[src/rtl/dram_cmd_gen_if.sv]
`default_nettype none
// +----------------------------------------------------------------------------+
// | Module   : dram_cmd_gen_if                                                 |
// | Brief    : Request/command bundle between controller queue and cmd gen.    |
// | Revision : 1.0                                                             |
// +----------------------------------------------------------------------------+
interface dram_cmd_gen_if;
  logic        req_valid;
  logic        req_ready;
  logic [1:0]  req_op;
  logic [35:0] req_addr;
  logic [2:0]  cmd_code;
  logic        cmd_channel;
  logic [2:0]  cmd_bg;
  logic [1:0]  cmd_bank;
  logic [15:0] cmd_row;
  logic [5:0]  cmd_col;
  logic        err_illegal;
  logic [15:0] done_cnt;

  modport master (
    output req_valid, req_op, req_addr,
    input  req_ready, cmd_code, cmd_channel, cmd_bg, cmd_bank, cmd_row, cmd_col,
    input  err_illegal, done_cnt
  );

  modport slave (
    input  req_valid, req_op, req_addr,
    output req_ready, cmd_code, cmd_channel, cmd_bg, cmd_bank, cmd_row, cmd_col,
    output err_illegal, done_cnt
  );
endinterface
`default_nettype wire

[src/rtl/dram_cmd_gen.sv]
`default_nettype none
// +----------------------------------------------------------------------------+
// | Module   : dram_cmd_gen                                                    |
// | Brief    : Single-request ACT/CAS/PRE sequencer with one shared timer.     |
// | Revision : 1.0                                                             |
// +----------------------------------------------------------------------------+
module dram_cmd_gen #(
  parameter int T_RCD = 39,
  parameter int T_RTP = 18,
  parameter int T_WR  = 48,
  parameter int T_RP  = 39
) (
  input  logic          clk,
  input  logic          rst,
  dram_cmd_gen_if.slave bus
);

  localparam int c_MAX_A = (T_RCD > T_RTP) ? T_RCD : T_RTP;
  localparam int c_MAX_B = (T_WR > T_RP) ? T_WR : T_RP;
  localparam int c_MAXP  = (c_MAX_A > c_MAX_B) ? c_MAX_A : c_MAX_B;
  localparam int TW      = $clog2(c_MAXP + 1);

  // Timer loads: a wait state lasts (load + 1) cycles, the two command
  // cycles on either side of each gap account for the rest of the interval.
  localparam logic [TW-1:0] c_RCD_LD = TW'((T_RCD > 2) ? T_RCD - 3 : 0);
  localparam logic [TW-1:0] c_RTP_LD = TW'((T_RTP > 2) ? T_RTP - 3 : 0);
  localparam logic [TW-1:0] c_WR_LD  = TW'((T_WR  > 2) ? T_WR  - 3 : 0);
  localparam logic [TW-1:0] c_RP_LD  = TW'((T_RP  > 1) ? T_RP  - 2 : 0);
  localparam bit c_RCD_WAIT = (T_RCD > 2);
  localparam bit c_RTP_WAIT = (T_RTP > 2);
  localparam bit c_WR_WAIT  = (T_WR  > 2);
  localparam bit c_RP_WAIT  = (T_RP  > 1);

  localparam logic [2:0] c_CMD_NOP  = 3'd0;
  localparam logic [2:0] c_CMD_ACT0 = 3'd1;
  localparam logic [2:0] c_CMD_ACT1 = 3'd2;
  localparam logic [2:0] c_CMD_RD0  = 3'd3;
  localparam logic [2:0] c_CMD_RD1  = 3'd4;
  localparam logic [2:0] c_CMD_WR0  = 3'd5;
  localparam logic [2:0] c_CMD_WR1  = 3'd6;
  localparam logic [2:0] c_CMD_PRE  = 3'd7;

  typedef enum logic [3:0] {
    S_IDLE     = 4'd0,
    S_ACT0     = 4'd1,
    S_ACT1     = 4'd2,
    S_WAIT_RCD = 4'd3,
    S_CAS0     = 4'd4,
    S_CAS1     = 4'd5,
    S_WAIT_PRE = 4'd6,
    S_PRE      = 4'd7,
    S_WAIT_RP  = 4'd8
  } state_t;

  state_t          state_q;
  logic [TW-1:0]   timer_q;
  logic            wr_q;
  logic [2:0]      cmd_q;
  logic            ready_q;
  logic            err_q;
  logic [15:0]     done_cnt_q;
  logic            chan_q;
  logic [2:0]      bg_q;
  logic [1:0]      bank_q;
  logic [15:0]     row_q;
  logic [5:0]      col_q;

  logic [2:0]      w_cas0;
  logic [2:0]      w_cas1;
  logic            w_pre_wait;
  logic [TW-1:0]   w_pre_ld;

  assign w_cas0     = wr_q ? c_CMD_WR0 : c_CMD_RD0;
  assign w_cas1     = wr_q ? c_CMD_WR1 : c_CMD_RD1;
  assign w_pre_wait = wr_q ? c_WR_WAIT : c_RTP_WAIT;
  assign w_pre_ld   = wr_q ? c_WR_LD : c_RTP_LD;

  always_ff @(posedge clk) begin
    if (rst) begin
      state_q    <= S_IDLE;
      timer_q    <= '0;
      wr_q       <= 1'b0;
      cmd_q      <= c_CMD_NOP;
      ready_q    <= 1'b1;
      err_q      <= 1'b0;
      done_cnt_q <= 16'd0;
      chan_q     <= 1'b0;
      bg_q       <= 3'd0;
      bank_q     <= 2'd0;
      row_q      <= 16'd0;
      col_q      <= 6'd0;
    end else begin
      cmd_q <= c_CMD_NOP;
      err_q <= 1'b0;
      unique case (state_q)
        S_IDLE: begin
          if (bus.req_valid) begin
            chan_q <= bus.req_addr[6];
            bg_q   <= bus.req_addr[9:7];
            bank_q <= bus.req_addr[11:10];
            row_q  <= bus.req_addr[33:18];
            col_q  <= bus.req_addr[17:12];
            // Illegal ops are swallowed here; the block never leaves IDLE.
            if (bus.req_op == 2'd3) begin
              err_q <= 1'b1;
            end else begin
              wr_q    <= (bus.req_op == 2'd1);
              state_q <= S_ACT0;
              cmd_q   <= c_CMD_ACT0;
              ready_q <= 1'b0;
            end
          end
        end
        S_ACT0: begin
          state_q <= S_ACT1;
          cmd_q   <= c_CMD_ACT1;
        end
        S_ACT1: begin
          if (c_RCD_WAIT) begin
            state_q <= S_WAIT_RCD;
            timer_q <= c_RCD_LD;
          end else begin
            state_q <= S_CAS0;
            cmd_q   <= w_cas0;
          end
        end
        S_WAIT_RCD: begin
          if (timer_q == '0) begin
            state_q <= S_CAS0;
            cmd_q   <= w_cas0;
          end else begin
            timer_q <= timer_q - TW'(1);
          end
        end
        S_CAS0: begin
          state_q <= S_CAS1;
          cmd_q   <= w_cas1;
        end
        S_CAS1: begin
          if (w_pre_wait) begin
            state_q <= S_WAIT_PRE;
            timer_q <= w_pre_ld;
          end else begin
            state_q    <= S_PRE;
            cmd_q      <= c_CMD_PRE;
            done_cnt_q <= done_cnt_q + 16'd1;
          end
        end
        S_WAIT_PRE: begin
          if (timer_q == '0) begin
            state_q    <= S_PRE;
            cmd_q      <= c_CMD_PRE;
            done_cnt_q <= done_cnt_q + 16'd1;
          end else begin
            timer_q <= timer_q - TW'(1);
          end
        end
        S_PRE: begin
          if (c_RP_WAIT) begin
            state_q <= S_WAIT_RP;
            timer_q <= c_RP_LD;
          end else begin
            state_q <= S_IDLE;
            ready_q <= 1'b1;
          end
        end
        S_WAIT_RP: begin
          if (timer_q == '0) begin
            state_q <= S_IDLE;
            ready_q <= 1'b1;
          end else begin
            timer_q <= timer_q - TW'(1);
          end
        end
        default: begin
          state_q <= S_IDLE;
          ready_q <= 1'b1;
        end
      endcase
    end
  end

  assign bus.req_ready   = ready_q;
  assign bus.cmd_code    = cmd_q;
  assign bus.cmd_channel = chan_q;
  assign bus.cmd_bg      = bg_q;
  assign bus.cmd_bank    = bank_q;
  assign bus.cmd_row     = row_q;
  assign bus.cmd_col     = col_q;
  assign bus.err_illegal = err_q;
  assign bus.done_cnt    = done_cnt_q;

endmodule
`default_nettype wire
[src/flat_wrapper.sv]
// flat-port wrapper written by rule: the top's interface ports become plain ports
module dram_cmd_gen_flat 
#(
  parameter int T_RCD = 39,
  parameter int T_RTP = 18,
  parameter int T_WR  = 48,
  parameter int T_RP  = 39
)
  (clk, rst, bus_req_valid, bus_req_op, bus_req_addr, bus_req_ready, bus_cmd_code, bus_cmd_channel, bus_cmd_bg, bus_cmd_bank, bus_cmd_row, bus_cmd_col, bus_err_illegal, bus_done_cnt);
  dram_cmd_gen_if bus_i ();
  input  logic clk;
  input  logic rst;
  input wire logic [$bits(bus_i.req_valid)-1:0] bus_req_valid;
  input wire logic [$bits(bus_i.req_op)-1:0] bus_req_op;
  input wire logic [$bits(bus_i.req_addr)-1:0] bus_req_addr;
  output wire logic [$bits(bus_i.req_ready)-1:0] bus_req_ready;
  output wire logic [$bits(bus_i.cmd_code)-1:0] bus_cmd_code;
  output wire logic [$bits(bus_i.cmd_channel)-1:0] bus_cmd_channel;
  output wire logic [$bits(bus_i.cmd_bg)-1:0] bus_cmd_bg;
  output wire logic [$bits(bus_i.cmd_bank)-1:0] bus_cmd_bank;
  output wire logic [$bits(bus_i.cmd_row)-1:0] bus_cmd_row;
  output wire logic [$bits(bus_i.cmd_col)-1:0] bus_cmd_col;
  output wire logic [$bits(bus_i.err_illegal)-1:0] bus_err_illegal;
  output wire logic [$bits(bus_i.done_cnt)-1:0] bus_done_cnt;
  assign bus_i.req_valid = bus_req_valid;
  assign bus_i.req_op = bus_req_op;
  assign bus_i.req_addr = bus_req_addr;
  assign bus_req_ready = bus_i.req_ready;
  assign bus_cmd_code = bus_i.cmd_code;
  assign bus_cmd_channel = bus_i.cmd_channel;
  assign bus_cmd_bg = bus_i.cmd_bg;
  assign bus_cmd_bank = bus_i.cmd_bank;
  assign bus_cmd_row = bus_i.cmd_row;
  assign bus_cmd_col = bus_i.cmd_col;
  assign bus_err_illegal = bus_i.err_illegal;
  assign bus_done_cnt = bus_i.done_cnt;
  dram_cmd_gen #(.T_RCD(T_RCD), .T_RTP(T_RTP), .T_WR(T_WR), .T_RP(T_RP)) u_core (.clk(clk), .rst(rst), .bus(bus_i));
endmodule
[config.mk]
export PLATFORM = sky130hd
export DESIGN_NAME = dram_cmd_gen_flat
export DESIGN_NICKNAME = d
export VERILOG_FILES = /design/src/rtl/dram_cmd_gen_if.sv /design/src/rtl/dram_cmd_gen.sv /design/src/flat_wrapper.sv
export SDC_FILE = /design/constraint.sdc
export NUM_CORES = 1
export LEC_CHECK = 0
export ABC_AREA = 1
export BUFFER_PORTS_ARGS = -buffer_cell sky130_fd_sc_hd__buf_2
export CORE_ASPECT_RATIO = 1.2
export CORE_MARGIN = 2
export CORE_UTILIZATION = 45
export CTS_BUF_LIST = sky130_fd_sc_hd__clkbuf_16
export DETAILED_ROUTE_END_ITERATION = 8
export PLACE_DENSITY = 0.75
export SETUP_SLACK_MARGIN = 0.4
export SLEW_MARGIN = 25
export SYNTH_ARGS = -nofsm -noshare
export SYNTH_HDL_FRONTEND = slang
export SYNTH_SLANG_ARGS = --single-unit
[constraint.sdc]
create_clock -name clk -period 1.55 [get_ports clk]
set_input_delay 0.31 -clock clk [delete_from_list [all_inputs] [get_ports clk]]
set_output_delay 0.31 -clock clk [all_outputs]
set_load 0.01 [all_outputs]
Word-level counts from Yosys, hierarchy flattened

Cells that the tools add are included.

Flip-flop bits (word level): 60
Input port bits: 41
Output and inout bits: 49

$add $sub $neg: 2
Equality and inequality tests: 16
Mux-type cells: 21
Bitwise logic cells: 4
Reductions and logical operators: 12

Operators with widths:

| operator                                                               | count |
|---|---|
| 4-bit case mux with 9 select lines                                     | 1 |
| 6-bit case mux with 4 select lines                                     | 1 |
| 4-bit two-way mux                                                      | 5 |
| 16-bit by 1-bit adder with 16-bit output (second input constant)       | 1 |
| 4-bit by 3-bit equality test with 1-bit output (second input constant) | 4 |
| 3-bit case mux with 5 select lines                                     | 1 |
| 3-bit two-way mux                                                      | 4 |
| 6-bit two-way mux                                                      | 2 |
| 4-bit by 2-bit equality test with 1-bit output (second input constant) | 2 |
| 7-bit OR reduction                                                     | 1 |
| 6-bit logical NOT                                                      | 1 |
| 2-bit by 1-bit != test with 1-bit output (second input constant)       | 3 |
| 2-bit != test (second input constant)                                  | 3 |
| 2-bit AND reduction                                                    | 3 |
| 3-bit OR reduction                                                     | 2 |
| 6-bit by 1-bit subtractor with 6-bit output (second input constant)    | 1 |
| 1-bit two-way mux                                                      | 5 |
| 5-bit AND reduction                                                    | 1 |
| 4-bit by 1-bit equality test with 1-bit output (second input constant) | 1 |
| 4-bit equality test (second input constant)                            | 1 |
| 4-bit logical NOT                                                      | 1 |
| 1-bit inverter                                                         | 4 |
| 4-bit AND reduction                                                    | 1 |
| 4-bit nonzero test                                                     | 1 |
| 5 further kinds                                                        | 5 |

Depth between registers and ports, before layout

Gate-level depths: netlist (run 1).

Word-level depth: 4
Depth in mapped cells: 10
Gate-level depth less buffers: 10

Least setup slack after synthesis (run 1)

No wires, ideal clock.

Kind: register to register
Start: register u_core.timer_q[0]
End: register u_core.done_cnt_q[4] (netlist: u_core.bus.done_cnt[4])
Setup time: 0.122 ns
Arrival: 1.443 ns
Setup slack: -0.015 ns
Stages on the path, launching flop included: 11
Buffers on the path: 1
Path through: dfxtp_1 inv_1 ha_1 inv_1 nor2_2 nand3_2 nor2_8 buf_6 nand3_1 nand2_1 a22oi_1

Cells in the longest elaborated chain, start to end: 2

Ends and longest elaborated chain:

| item                          | RTL line            | text |
|---|---|---|
| start: declaration            | dram_cmd_gen.sv:56  | `logic [TW-1:0] timer_q;` |
| start signal: assignment      | dram_cmd_gen.sv:121 | `timer_q <= c_RCD_LD;` |
| start signal: assignment      | dram_cmd_gen.sv:132 | `timer_q <= timer_q - TW'(1);` |
| start signal: assignment      | dram_cmd_gen.sv:142 | `timer_q <= w_pre_ld;` |
| 6-bit logical NOT             | dram_cmd_gen.sv:150 | `if (timer_q == '0) begin` |
| 2-bit AND reduction (no line) | -                   |  |
| end signal: assignment        | dram_cmd_gen.sv:146 | `done_cnt_q <= done_cnt_q + 16'd1;` |
| end signal: assignment        | dram_cmd_gen.sv:153 | `done_cnt_q <= done_cnt_q + 16'd1;` |
| end: declaration              | dram_cmd_gen.sv:61  | `logic [15:0] done_cnt_q;` |

No other way between the ends.
A chain may end at the register's enable or synchronous reset.

Final worst setup path (run 1)

Start: register u_core.timer_q[1]
End: register u_core.state_q[2]

Cells in the longest elaborated chain, start to end: 3

Ends and longest elaborated chain:

| item                                               | RTL line                                                      | text |
|---|---|---|
| 6-bit logical NOT (*)                              | dram_cmd_gen.sv:128, dram_cmd_gen.sv:150, dram_cmd_gen.sv:168 |  |
| 2-bit by 1-bit != test with 1-bit output (no line) | -                                                             |  |
| 5-bit AND reduction (no line) (*)                  | -                                                             |  |
| end signal: assignment                             | dram_cmd_gen.sv:129                                           | `state_q <= S_CAS0;` |
| end signal: assignment                             | dram_cmd_gen.sv:151                                           | `state_q <= S_PRE;` |
| end signal: assignment                             | dram_cmd_gen.sv:169                                           | `state_q <= S_IDLE;` |
| end: declaration                                   | dram_cmd_gen.sv:55                                            | `state_t state_q;` |

Every way passes the cells marked *; elsewhere a longest branch is shown, timed or not.

==> metrics.md, run 1 <==
| Metric | Value |
|---|---|
| M1 GR Usage | around a quarter |
| Int Power | approximately 0.0048 W |
| Final Cycle Share | about 93% |
| R2R cell count | 10 |
| Final Net Count | ~550 |
| Distinct cell type count after synthesis | 27 |
| Leakage | 1.91 nW |
| Clock power frac | between 20 and 30% |
| Tmin final | between 1 and 1.5 ns |
| Crit. Startpoint | u_core.timer_q[1] |
| Fillers | around 510 |
| Initial core utilization | a little under half |
| Crit Path Class | reg -> reg |
| Worst clock skew | about 0.0078 ns |
| Io pins | 90 |
| Mapped Cells | between 400 and 500 |
| P per Cell Area | about 1900 nW/um^2 |
| Clock latency on the worst-skew pair | 0.33 ns |
| Max-Cap Viols | 0 |
| Post-route setup TNS | 0 ns |
| Worst VDD drop | roughly 0.0012 V |
| Hold path cells | 3 |
| Hold Path Origin | bus_req_addr[13] |
| GRT met3 Usage | ~5.4% |
| Hold WS | about 0.19 ns |
| First-pass GRT wire length | about 12000 um |
| DIE HEIGHT | around 90 um |
| Post-synth top area cell | dfxtp_1 |
| Worst EP arrival | between 1.5 and 2 ns |
| Worst slew pin tran | ~0.37 ns |
| Met2 track demand over resource | around two fifths |
| Switch Pwr | around 0.0029 W |
| Mapped cell area | between 2000 and 3000 um^2 |
| Area occupied by multi-input gates | 1560 um^2 |
| Hold-fix buffers, CTS | 0 |
| Seq cells post-synth | 60 |
| Fmax | between 600 and 700 MHz |
| Initial antenna violation count | 0 |
| Number of global-route vias before repair | roughly 2.7k |
| Max-slew violations | 0 |
| Total GRT Usage | 22.8% |
| Yosys Warn Count | 0 |
| ANT cells | 0 |
| Largest net degree at the start of global routing | 35 |
| Register area share after synthesis | a little over two fifths |
| Root buf cell | clkbuf_16 |
| RSZ-0062 raised after global routing | yes |
| Commonest non-fill, non-tap cell in the layout | nor2_1 |
| CP endpoint kind | flip-flop |
| Sequential share of power | about 28% |
| Flop2flop setup slack | 0.11 ns |
| Longest Clk Path Bufs | 2 |
| CP Max Fanout | 6 |
| Worst r2r src | u_core.timer_q[1] |
| Port Buffers | just over 80 |
| Core Region | roughly 6000 um^2 |
| GR Overflow Total | 0 |
| Gate power share | roughly 44% |
| CTS tree | yes |
| DRT antenna net count | 0 |
| Syn nets | around 450 |
| GR peak layer | met2 |
| Worst rel slew slack | 75.6% |
| Clock Pin Slew Worst Setup and Hold Paths | approximately 0.050 ns |
| CTS buffer count | 9 |
| Synth top area cells | dfxtp_1 (44%), nor2_1 (13%), nand2_1 (10%) |
| Util after Layout | around 70% |
| Sw Share | roughly 38% |
| Run status | completed |
| Area grow syn2layout | 50.4% |
| Initial DRT Pass Iterations | 4 |
| Iter 0 DRT Violations | 139 |
| Final wirelength | around 7500 um |
| DIE WIDTH | around 75 um |
| Commonest cells after routing, fill and taps aside | nor2_1 (93), buf_2 (73), nand2_1 (65) |
| Type of element launching the critical path | flip-flop |
| Syn Area/Cell | about 6.8 um^2 |
| Gp weighted congestion | between 0.9 and 1 |
| H-tree levels | 3 |
| Required time worst endpoint | 1.76 ns |
| Finish-stage setup viols | 0 |
| Clock Sinks | 60 |
| DP Wirelength | approximately 4700 um |
| Register area | roughly 1300 um^2 |
| DR WL/cell | around 12 um |
| Top cell type's share of synthesized area | 43.7% |
| DRC | 0 |
| Final hold viol count | 0 |
| HP Class | in -> reg |
| Share of layout cells above drive strength 1 | about two fifths |
| Vias per std cell | around 5 |
| FP Rows | 31 |
| Via count | between 3k and 4k |
| Die Area | ~6700 um^2 |
==> registers in the layout, summed over array words and instances, names as in the netlist <==
| name | cells |
|---|---|
| u_core.bus.done_cnt | 16 |
| u_core.bus.cmd_code | 3 |
| u_core.bus.cmd_bank | 2 |
| u_core.state_q | 4 |
| u_core.bus.err_illegal | 1 |
| u_core.bus.req_ready | 1 |
| u_core.timer_q | 6 |
| u_core.bus.cmd_col | 6 |
| u_core.bus.cmd_channel | 1 |
| u_core.bus.cmd_row | 16 |
| u_core.bus.cmd_bg | 3 |
| u_core.wr_q | 1 |
==> synth_stat cells (all sizes together) <==
library cell,instances
nor2,104
nand2,80
dfxtp,60
o21ai,46
inv,40
nand3,21
a21oi,16
nand4,7
buf,6
clkbuf,6
nor3,6
xor2,4
ha,2
a22oi,1
a31oi,1
nand3b,1
o211ai,1
xnor2,1
==> layout make-up <==
type                            instances  share of cell area (%)
Clock inverter                          7                    2.21
Tap cell                               82                    2.48
Inverter                               40                    3.94
Timing Repair inverter                  1                   0.212
Timing Repair Buffer                  107                    17.7
Multi-Input combinational cell        292                    37.7
Clock buffer                            9                    5.45
Sequential cell                        60                    30.3
==> metrics by stage <==
stage	worst slack, ns	power [W]	instances	instance area (um^2)
floorplan	0.106	0.00396	403	2840
global placement	0.0443	0.00456	565	3350
detailed placement	0.0125	0.00464	565	3350
global route	0.0248	0.00823	598	4130
CTS	0.125	0.00732	593	3900
finish	0.112	0.00775	598	4130
==> final timing paths <==
path / endpoint
hold reg to reg: u_core.bus.req_ready
setup reg to reg: u_core.state_q[2]
setup / recovery: u_core.state_q[2]
hold / removal: u_core.bus.cmd_col[1]
==> critical path: stages, from the launching register on <==
cell and delay [ns]:
dfxtp_2 0.33, inv_2 0.06, ha_4 0.13, inv_2 0.04
nor2_4 0.11, nand3_4 0.14, buf_6 0.18, nand2_8 0.09
nand2_4 0.08, o21ai_2 0.12, nor2_1 0.05
==> power by group through the flow <==
stage          sequential [W]  clock [W]  combinational (W)
6_report              0.00221    0.00212            0.00342
5_1_grt               0.00225    0.00221            0.00377
3_5_place_dp          0.00220          0            0.00244
2_1_floorplan         0.00230          0            0.00166
4_1_cts               0.00218    0.00215            0.00299
3_3_place_gp          0.00219          0            0.00237
==> kinds of logic (layout without fill, tap and decap cells) <==
| logic type | Yosys count | in the layout | synth area share, % |
|---|---|---|---|
| xor gates and xnor gates | 5 | 5 | 1.59 |
| buffers and inverters | 52 | 164 | 7.61 |
| and+or+nand+nor | 219 | 220 | 34.1 |
| AOI/OAI and AO/OA | 65 | 65 | 12.1 |
| DFF | 60 | 60 | 43.7 |
| adders and majority gates | 2 | 2 | 0.911 |
==> repair_timing <==
item	CTS	global route
setup endpoints to repair	74	71
cloned	2	2
pin swaps	12	20
resized for setup	47	54
setup buffers	10	3
==> per-layer routing <==
metal | share of wire [%] | up-vias | wire [um]
met2 | 52 | 93 | 3920
li1 | - | 1514 | -
met1 | 41 | 1390 | 3060
met4 | 1.4 | 0 | 107
met3 | 5.1 | 10 | 382
met5 | 0 | - | 0
Power figures use the tool's default switching activity.
==> run 2, diff against run 1 <==
--- a/config.mk
+++ b/config.mk
@@ -12,8 +12,9 @@
 export CORE_UTILIZATION = 45
 export CTS_BUF_LIST = sky130_fd_sc_hd__clkbuf_16
 export DETAILED_ROUTE_END_ITERATION = 8
+export HOLD_SLACK_MARGIN = 0.1
 export PLACE_DENSITY = 0.75
-export SETUP_SLACK_MARGIN = 0.4
+export SETUP_SLACK_MARGIN = 0.2
 export SLEW_MARGIN = 25
 export SYNTH_ARGS = -nofsm -noshare
 export SYNTH_HDL_FRONTEND = slang
==> run 2 against run 1 <==
- register-to-register slack improved by 0.02 ns
- via count fell by 2.1%
- global-route usage fell by 1.4 points
- clock power fell by 15%
- total power fell by 1.3%
- largest cell class unchanged
- worst setup slack improved by 0.022 ns
- sequential cell count did not move
- wire length rose by 3.7%
- sequential share of layout area fell by 0.99 points
- first-iteration DRC count fell by 37%
- final cell count fell by 0.50%
- design area rose by 0.91%
- highest routed layer unchanged
==> metrics.md, run 2 (synthesis gave the netlist of run 1 again) <==
| Metric | Value |
|---|---|
| DR WL/cell | 13.0 um (was 12.5 um) |
| Max-Cap Viols | 0 (unchanged) |
| DRC | 0 (unchanged) |
| Worst slew pin tran | 0.376 ns (was 0.366 ns) |
| Die Area | 6750 um^2 (unchanged) |
| Leakage | 1.88 nW (was 1.91 nW) |
| RSZ-0062 raised after global routing | yes (unchanged) |
| Port Buffers | 81 (unchanged) |
| Run status | completed (unchanged) |
| Buf+Inv Stages, Crit Path | 3 (unchanged) |
| Root buf cell | clkbuf_16 (unchanged) |
| Tmin final | 1.42 ns (was 1.44 ns) |
| Crit path max-delay cell type | dfxtp_2 (unchanged) |
| HP Class | in -> reg (unchanged) |
| Post-route setup TNS | 0 ns (unchanged) |
| Clock latency on the worst-skew pair | 0.33 ns (about the same) |
| WL met2 | 4090 um (was 3920 um) |
| Number of global-route vias before repair | 2743 (was 2748) |
| Worst rel slew slack | 74.8% (was 75.6%) |
| Crit-path cells | inv_2 -> ha_4 -> inv_2 -> nor2_4 -> nand3_4 -> nor2_8 -> buf_6 -> nand2_2 -> xor2_1 -> nor2_1 (was inv_2 -> ha_4 -> inv_2 -> nor2_4 -> nand3_4 -> buf_6 -> nand2_8 -> nand2_4 -> o21ai_2 -> nor2_1) |
| Max stage delay on crit path | 0.32 ns (was 0.33 ns) |
| Gp weighted congestion | 0.860 (was 0.903) |
| Initial core utilization | 46.0% (unchanged) |
| Cell family with the largest share of critical-path delay | simple AND/OR/NAND/NOR gates (unchanged) |
| Clock Sinks | 60 (unchanged) |
| Hold WS | 0.190 ns (was 0.189 ns) |
| Via count | 2944 (was 3007) |
| Io pins | 90 (unchanged) |
| Commonest non-fill, non-tap cell in the layout | nor2_1 (unchanged) |
| Worst EP arrival | 1.63 ns (was 1.65 ns) |
| DP Wirelength | 4690 um (about the same) |
| Longest Clk Path Bufs | 2 (unchanged) |
| Final hold viol count | 0 (unchanged) |
| Worst clock skew | 0.00943 ns (was 0.00775 ns) |
| Required time worst endpoint | 1.76 ns (about the same) |
| Met3 routed WL | 458 um (was 382 um) |
| Initial antenna violation count | 0 (unchanged) |
| Fmax | 706 MHz (was 695 MHz) |
| Area grow syn2layout | 51.8% (was 50.4%) |
| DRT met1 WL | 3090 um (was 3060 um) |
| Hold-fix buffers, CTS | 0 (unchanged) |
| First-pass GRT wire length | 11300 um (was 12000 um) |
| Initial DRT Pass Iterations | 4 (unchanged) |
| Util after Layout | 69.8% (was 69.2%) |
| Crit Path Class | reg -> reg (unchanged) |
| Max-slew violations | 0 (unchanged) |
| Crit-path most repeated cell | inv_2 (unchanged) |
| Core Region | 5970 um^2 (unchanged) |
| Vias per std cell | 4.95 (was 5.03) |
| Final wirelength | 7750 um (was 7470 um) |
| CTS tree | yes (unchanged) |
| GR Overflow Total | 0 (unchanged) |
| CP endpoint kind | flip-flop (unchanged) |
| Finish-stage setup viols | 0 (unchanged) |
| DIE HEIGHT | 89.6 um (unchanged) |
| Share of layout cells above drive strength 1 | 42.5% (was 39.1%) |
| FP Rows | 31 (unchanged) |
| P per Cell Area | 1830 nW/um^2 (was 1870 nW/um^2) |
| CP Max Fanout | 7 (was 6) |
| Type of element launching the critical path | flip-flop (unchanged) |
| # placed instances | 565 (unchanged) |
| DRT antenna net count | 0 (unchanged) |
| Final Net Count | 551 (was 554) |
| CTS buffer count | 9 (unchanged) |
| Iter 0 DRT Violations | 88 (was 139) |
| Final Non-Filler Cells | 595 (was 598) |
| Final Cycle Share | 91.3% (was 92.8%) |
| Top sig layer | met4 (unchanged) |
| Post-DP Area | 3320 um^2 (was 3350 um^2) |
| Largest net degree at the start of global routing | 40 (was 35) |
| Total GRT Usage | 21.4% (was 22.8%) |
| Clock Pin Slew Worst Setup and Hold Paths | 0.06 ns (was 0.05 ns) |
| Fin area | 4170 um^2 (was 4130 um^2) |
| DIE WIDTH | 75.3 um (unchanged) |
| Worst VDD drop | 0.00124 V (was 0.00117 V) |
| H-tree levels | 3 (unchanged) |
| ANT cells | 0 (unchanged) |
| Commonest cells after routing, fill and taps aside | nor2_1 (83), buf_2 (81), nand2_1 (68) (was nor2_1 (93), buf_2 (73), nand2_1 (65)) |
==> run 2: changes by cell type in the layout (fill, tap and decap cells not counted), sizes merged <==
cell and delta:
nor2 -1, clkbuf +1, bufinv -2, clkinv +3, buf -2, inv -2
==> run 2: worst min-delay path: stages <==
cell and delay, ns:
buf_2 0.08, nor2_1 0.03, nor2_1 0.06
==> run 2: repair_timing <==
item,CTS,global route
resized for setup,38,100
hold endpoints to repair,0,0
pin swaps,9,39
endpoints found under the setup margin,57,57
gates cloned,0,4
buffers inserted,7,3
==> run 2: layout make-up <==
cell class,instances,area [um^2]
Tap cell,82,103
Multi-Input combinational cell,291,1690
Fill cell,476,1800
Sequential cell,60,1220
Timing Repair Buffer,106,729
Clock inverter,7,45.0
Inverter,40,160
Clock buffer,9,225
==> run 2: where the power goes <==
part	switching [W]	internal [W]	leakage [nW]
Sequential	0.000333	0.00195	0.495
Combinational	0.00198	0.00158	1.26
Clock	0.000730	0.00107	0.130
Total	0.00304	0.00460	1.88
==> run 2: routing by layer <==
metal	vias up	track usage, %
li1	1502	-
met1	1348	23.8
met2	83	37.3
met3	11	6.81
met4	0	8.77
met5	-	0
==> run 2: stage by stage <==
stage / setup WS (ns) / total power, W
global placement: 0.0533 / 0.00446
floorplan: 0.106 / 0.00380
CTS: 0.152 / 0.00675
detailed placement: 0.000440 / 0.00451
global route: 0.0317 / 0.00809
finish: 0.134 / 0.00764
==> run 2: worst paths after layout <==
| kind | depth (start not counted) | to | slack [ns] | from |
|---|---|---|---|---|
| setup / recovery | 10 | u_core.bus.done_cnt[8] | 0.13 | u_core.timer_q[1] |
| hold / removal | 3 | u_core.bus.cmd_row[4] | 0.19 | bus_req_addr[22] |
| setup reg to reg | 10 | u_core.bus.done_cnt[8] | 0.13 | u_core.timer_q[1] |
| hold reg to reg | 2 | u_core.bus.req_ready | 0.47 | u_core.bus.req_ready |
==> run 3, diff against run 2 <==
--- a/config.mk
+++ b/config.mk
@@ -9,11 +9,11 @@
 export BUFFER_PORTS_ARGS = -buffer_cell sky130_fd_sc_hd__buf_2
 export CORE_ASPECT_RATIO = 1.2
 export CORE_MARGIN = 2
-export CORE_UTILIZATION = 45
+export CORE_UTILIZATION = 50
 export CTS_BUF_LIST = sky130_fd_sc_hd__clkbuf_16
 export DETAILED_ROUTE_END_ITERATION = 8
 export HOLD_SLACK_MARGIN = 0.1
-export PLACE_DENSITY = 0.75
+export PLACE_DENSITY = 0.79
 export SETUP_SLACK_MARGIN = 0.2
 export SLEW_MARGIN = 25
 export SYNTH_ARGS = -nofsm -noshare
==> constraint.sdc (replaced) <==
create_clock -name clk -period 1.6 [get_ports clk]
set_input_delay 0.32 -clock clk [delete_from_list [all_inputs] [get_ports clk]]
set_output_delay 0.32 -clock clk [all_outputs]
set_load 0.01 [all_outputs]
==> run 3 against run 2 <==
- total power is 8.1% lower
- register-to-register slack worse by 0.13 ns
- sequential cell count stayed put
- non-clock buffer count stayed put
- global-route usage is 3.1 points higher
- wire length is 0.62% lower
- largest power group unchanged
- design area is 5.5% lower
==> metrics.md, run 3 (synthesis gave the netlist of run 1 again) <==
| Metric | Value |
|---|---|
| R2R cell count | 10 (unchanged) |
| Final Non-Filler Cells | 576 (was 595) |
| Max stage delay on crit path | 0.33 ns (was 0.32 ns) |
| Hold Path Origin | bus_req_addr[31] (was bus_req_addr[22]) |
| Hold-fix buffers, CTS | 0 (unchanged) |
| Hold WS | 0.200 ns (was 0.190 ns) |
| CTS buffer count | 9 (unchanged) |
| Commonest non-fill, non-tap cell in the layout | nor2_1 (unchanged) |
| Root buf cell | clkbuf_16 (unchanged) |
| CP endpoint kind | flip-flop (unchanged) |
| Power, Total | 0.00703 W (was 0.00764 W) |
| Worst clock skew | 0.00542 ns (was 0.00943 ns) |
| Initial DRT Pass Iterations | 4 (unchanged) |
| P per Cell Area | 1780 nW/um^2 (was 1830 nW/um^2) |
| FP Rows | 29 (was 31) |
| GR Overflow Total | 0 (unchanged) |
| Clock Sinks | 60 (unchanged) |
| Max-Cap Viols | 0 (unchanged) |
| DIE WIDTH | 71.7 um (was 75.3 um) |
| Final Net Count | 552 (was 551) |
| Run status | completed (unchanged) |
| DRC | 0 (unchanged) |
| Total GRT Usage | 24.5% (was 21.4%) |
| Iter 0 DRT Violations | 140 (was 88) |
| Final hold viol count | 0 (unchanged) |
| Crit-path most repeated cell | inv_2 (unchanged) |
| Vias per std cell | 5.17 (was 4.95) |
| Crit. Startpoint | u_core.timer_q[1] (unchanged) |
| CTS tree | yes (unchanged) |
| Clock power frac | 26.1% (was 23.6%) |
| Largest net degree at the start of global routing | 36 (was 40) |
| Worst r2r src | u_core.timer_q[1] (unchanged) |
| Switch Pwr | 0.00274 W (was 0.00304 W) |
| Gp weighted congestion | 0.835 (was 0.860) |
| DP Wirelength | 4760 um (was 4690 um) |
| Max-slew violations | 0 (unchanged) |
| HP Class | in -> reg (unchanged) |
| Sequential share of power | 30.4% (was 29.8%) |
| ANT cells | 0 (unchanged) |
| Fillers | 367 (was 476) |
| Hold path cells | 3 (unchanged) |
| Initial antenna violation count | 0 (unchanged) |
| Fmax | 626 MHz (was 706 MHz) |
| Type of element launching the critical path | flip-flop (unchanged) |
| Clock latency on the worst-skew pair | 0.33 ns (about the same) |
| Initial core utilization | 51.8% (was 46.0%) |
| Via count | 2979 (was 2944) |
| Worst slew pin tran | 0.424 ns (was 0.376 ns) |
| RSZ-0062 raised after global routing | yes (unchanged) |
| Flop2flop setup slack | 0.004 ns (was 0.13 ns) |
| Clock Pin Slew Worst Setup and Hold Paths | 0.05 ns (was 0.06 ns) |
| Crit path max-delay cell type | dfxtp_2 (unchanged) |
| Worst VDD drop | 0.00117 V (was 0.00124 V) |
| Worst EP arrival | 1.81 ns (was 1.63 ns) |
| Crit-path cells | inv_2 -> ha_4 -> inv_2 -> nor2_4 -> nand3_4 -> nor2_8 -> buf_4 -> nand2_1 -> xor2_1 -> nor2_1 (was inv_2 -> ha_4 -> inv_2 -> nor2_4 -> nand3_4 -> nor2_8 -> buf_6 -> nand2_2 -> xor2_1 -> nor2_1) |
| Port Buffers | 81 (unchanged) |
| Sw Share | 39.1% (was 39.8%) |
| Io pins | 90 (unchanged) |
| H-tree levels | 3 (unchanged) |
| DR WL/cell | 13.4 um (was 13.0 um) |
| Worst rel slew slack | 71.6% (was 74.8%) |
| Finish-stage setup viols | 0 (unchanged) |
| Required time worst endpoint | 1.82 ns (was 1.76 ns) |
| Die Area | 6100 um^2 (was 6750 um^2) |
| Commonest cells after routing, fill and taps aside | nor2_1 (96), buf_2 (81), nand2_1 (67) (was nor2_1 (83), buf_2 (81), nand2_1 (68)) |
| Longest Clk Path Bufs | 2 (unchanged) |
| First-pass GRT wire length | 11800 um (was 11300 um) |
| Int Power | 0.00428 W (was 0.00460 W) |
| Core Region | 5300 um^2 (was 5970 um^2) |
| # placed instances | 543 (was 565) |
| Gate power share | 43.5% (was 46.6%) |
| Crit Reg-Reg Endpoint | u_core.bus.done_cnt[8] (unchanged) |
| DRT antenna net count | 0 (unchanged) |
| Final wirelength | 7700 um (was 7750 um) |
| Tmin final | 1.60 ns (was 1.42 ns) |
| Buf+Inv Stages, Crit Path | 3 (unchanged) |
| Hold Crit Endpoint | u_core.bus.cmd_row[13] (was u_core.bus.cmd_row[4]) |
| Number of global-route vias before repair | 2794 (was 2743) |
| Share of layout cells above drive strength 1 | 34.2% (was 42.5%) |
| Crit Path Class | reg -> reg (unchanged) |
| Final Cycle Share | 99.8% (was 91.3%) |
| Leakage | 1.88 nW (about the same) |
| DIE HEIGHT | 85.2 um (was 89.6 um) |
| CP Max Fanout | 7 (unchanged) |
| Cell family with the largest share of critical-path delay | simple AND/OR/NAND/NOR gates (unchanged) |
| Area grow syn2layout | 43.5% (was 51.8%) |
[run 3: tightest hold or removal path: stages]
cell and delay (ns):
buf_2 0.07, nor2_1 0.03, nor2_1 0.06
[run 3: through the flow]
step	instance area (um^2)	setup WS [ns]	TNS, ns	utilization [%]
finish	3940	0.00382	0	74.4
global route	3940	-0.0980	-1.08	74.4
CTS	3700	0.116	0	69.8
detailed placement	3270	-0.00945	-0.0104	61.7
global placement	3270	0.0403	0	61.7
floorplan	2780	0.156	0	-
[run 3: cell type report]
cell class / count / area [um^2] / share of cell area (%)
Multi-Input combinational cell: 292 / 1550 / 39.3
Sequential cell: 60 / 1210 / 30.7
Timing Repair Buffer: 106 / 661 / 16.8
Clock buffer: 9 / 225 / 5.71
Inverter: 40 / 163 / 4.13
Tap cell: 62 / 77.6 / 1.97
Clock inverter: 7 / 58.8 / 1.49
[run 3: power by group through the flow]
stage	sequential (W)	clock, W	combinational (W)
global placement	0.00210	0	0.00217
global route	0.00217	0.00194	0.00333
CTS	0.00210	0.00186	0.00255
detailed placement	0.00211	0	0.00224
floorplan	0.00221	0	0.00148
finish	0.00214	0.00184	0.00305
[run 3: worst max-delay path by stage]
stage                                          to  slack [ns]  depth (start not counted)
after floorplan            u_core.bus.done_cnt[4]        0.16                         10
after global placement     u_core.bus.done_cnt[3]        0.04                         10
after detailed placement   u_core.bus.done_cnt[3]      -0.009                         10
after CTS                  u_core.bus.done_cnt[4]        0.12                         10
after global routing      u_core.bus.done_cnt[13]        -0.1                          6
final                      u_core.bus.done_cnt[8]       0.004                         10
[run 3: layer usage]
layer  track usage [%]  up-vias  routed length (um)
li1                  -     1504                   -
met1              26.8     1358                3140
met2              41.9      102                3890
met3              7.72       15                 489
met4              13.0        0                 178
met5                 0        -                   0
[run 3: timing repair]
item,in CTS,in global routing
cloned,1,1
resized for setup,22,41
setup buffers,6,9
setup endpoints to repair,58,58
pin swaps,9,27
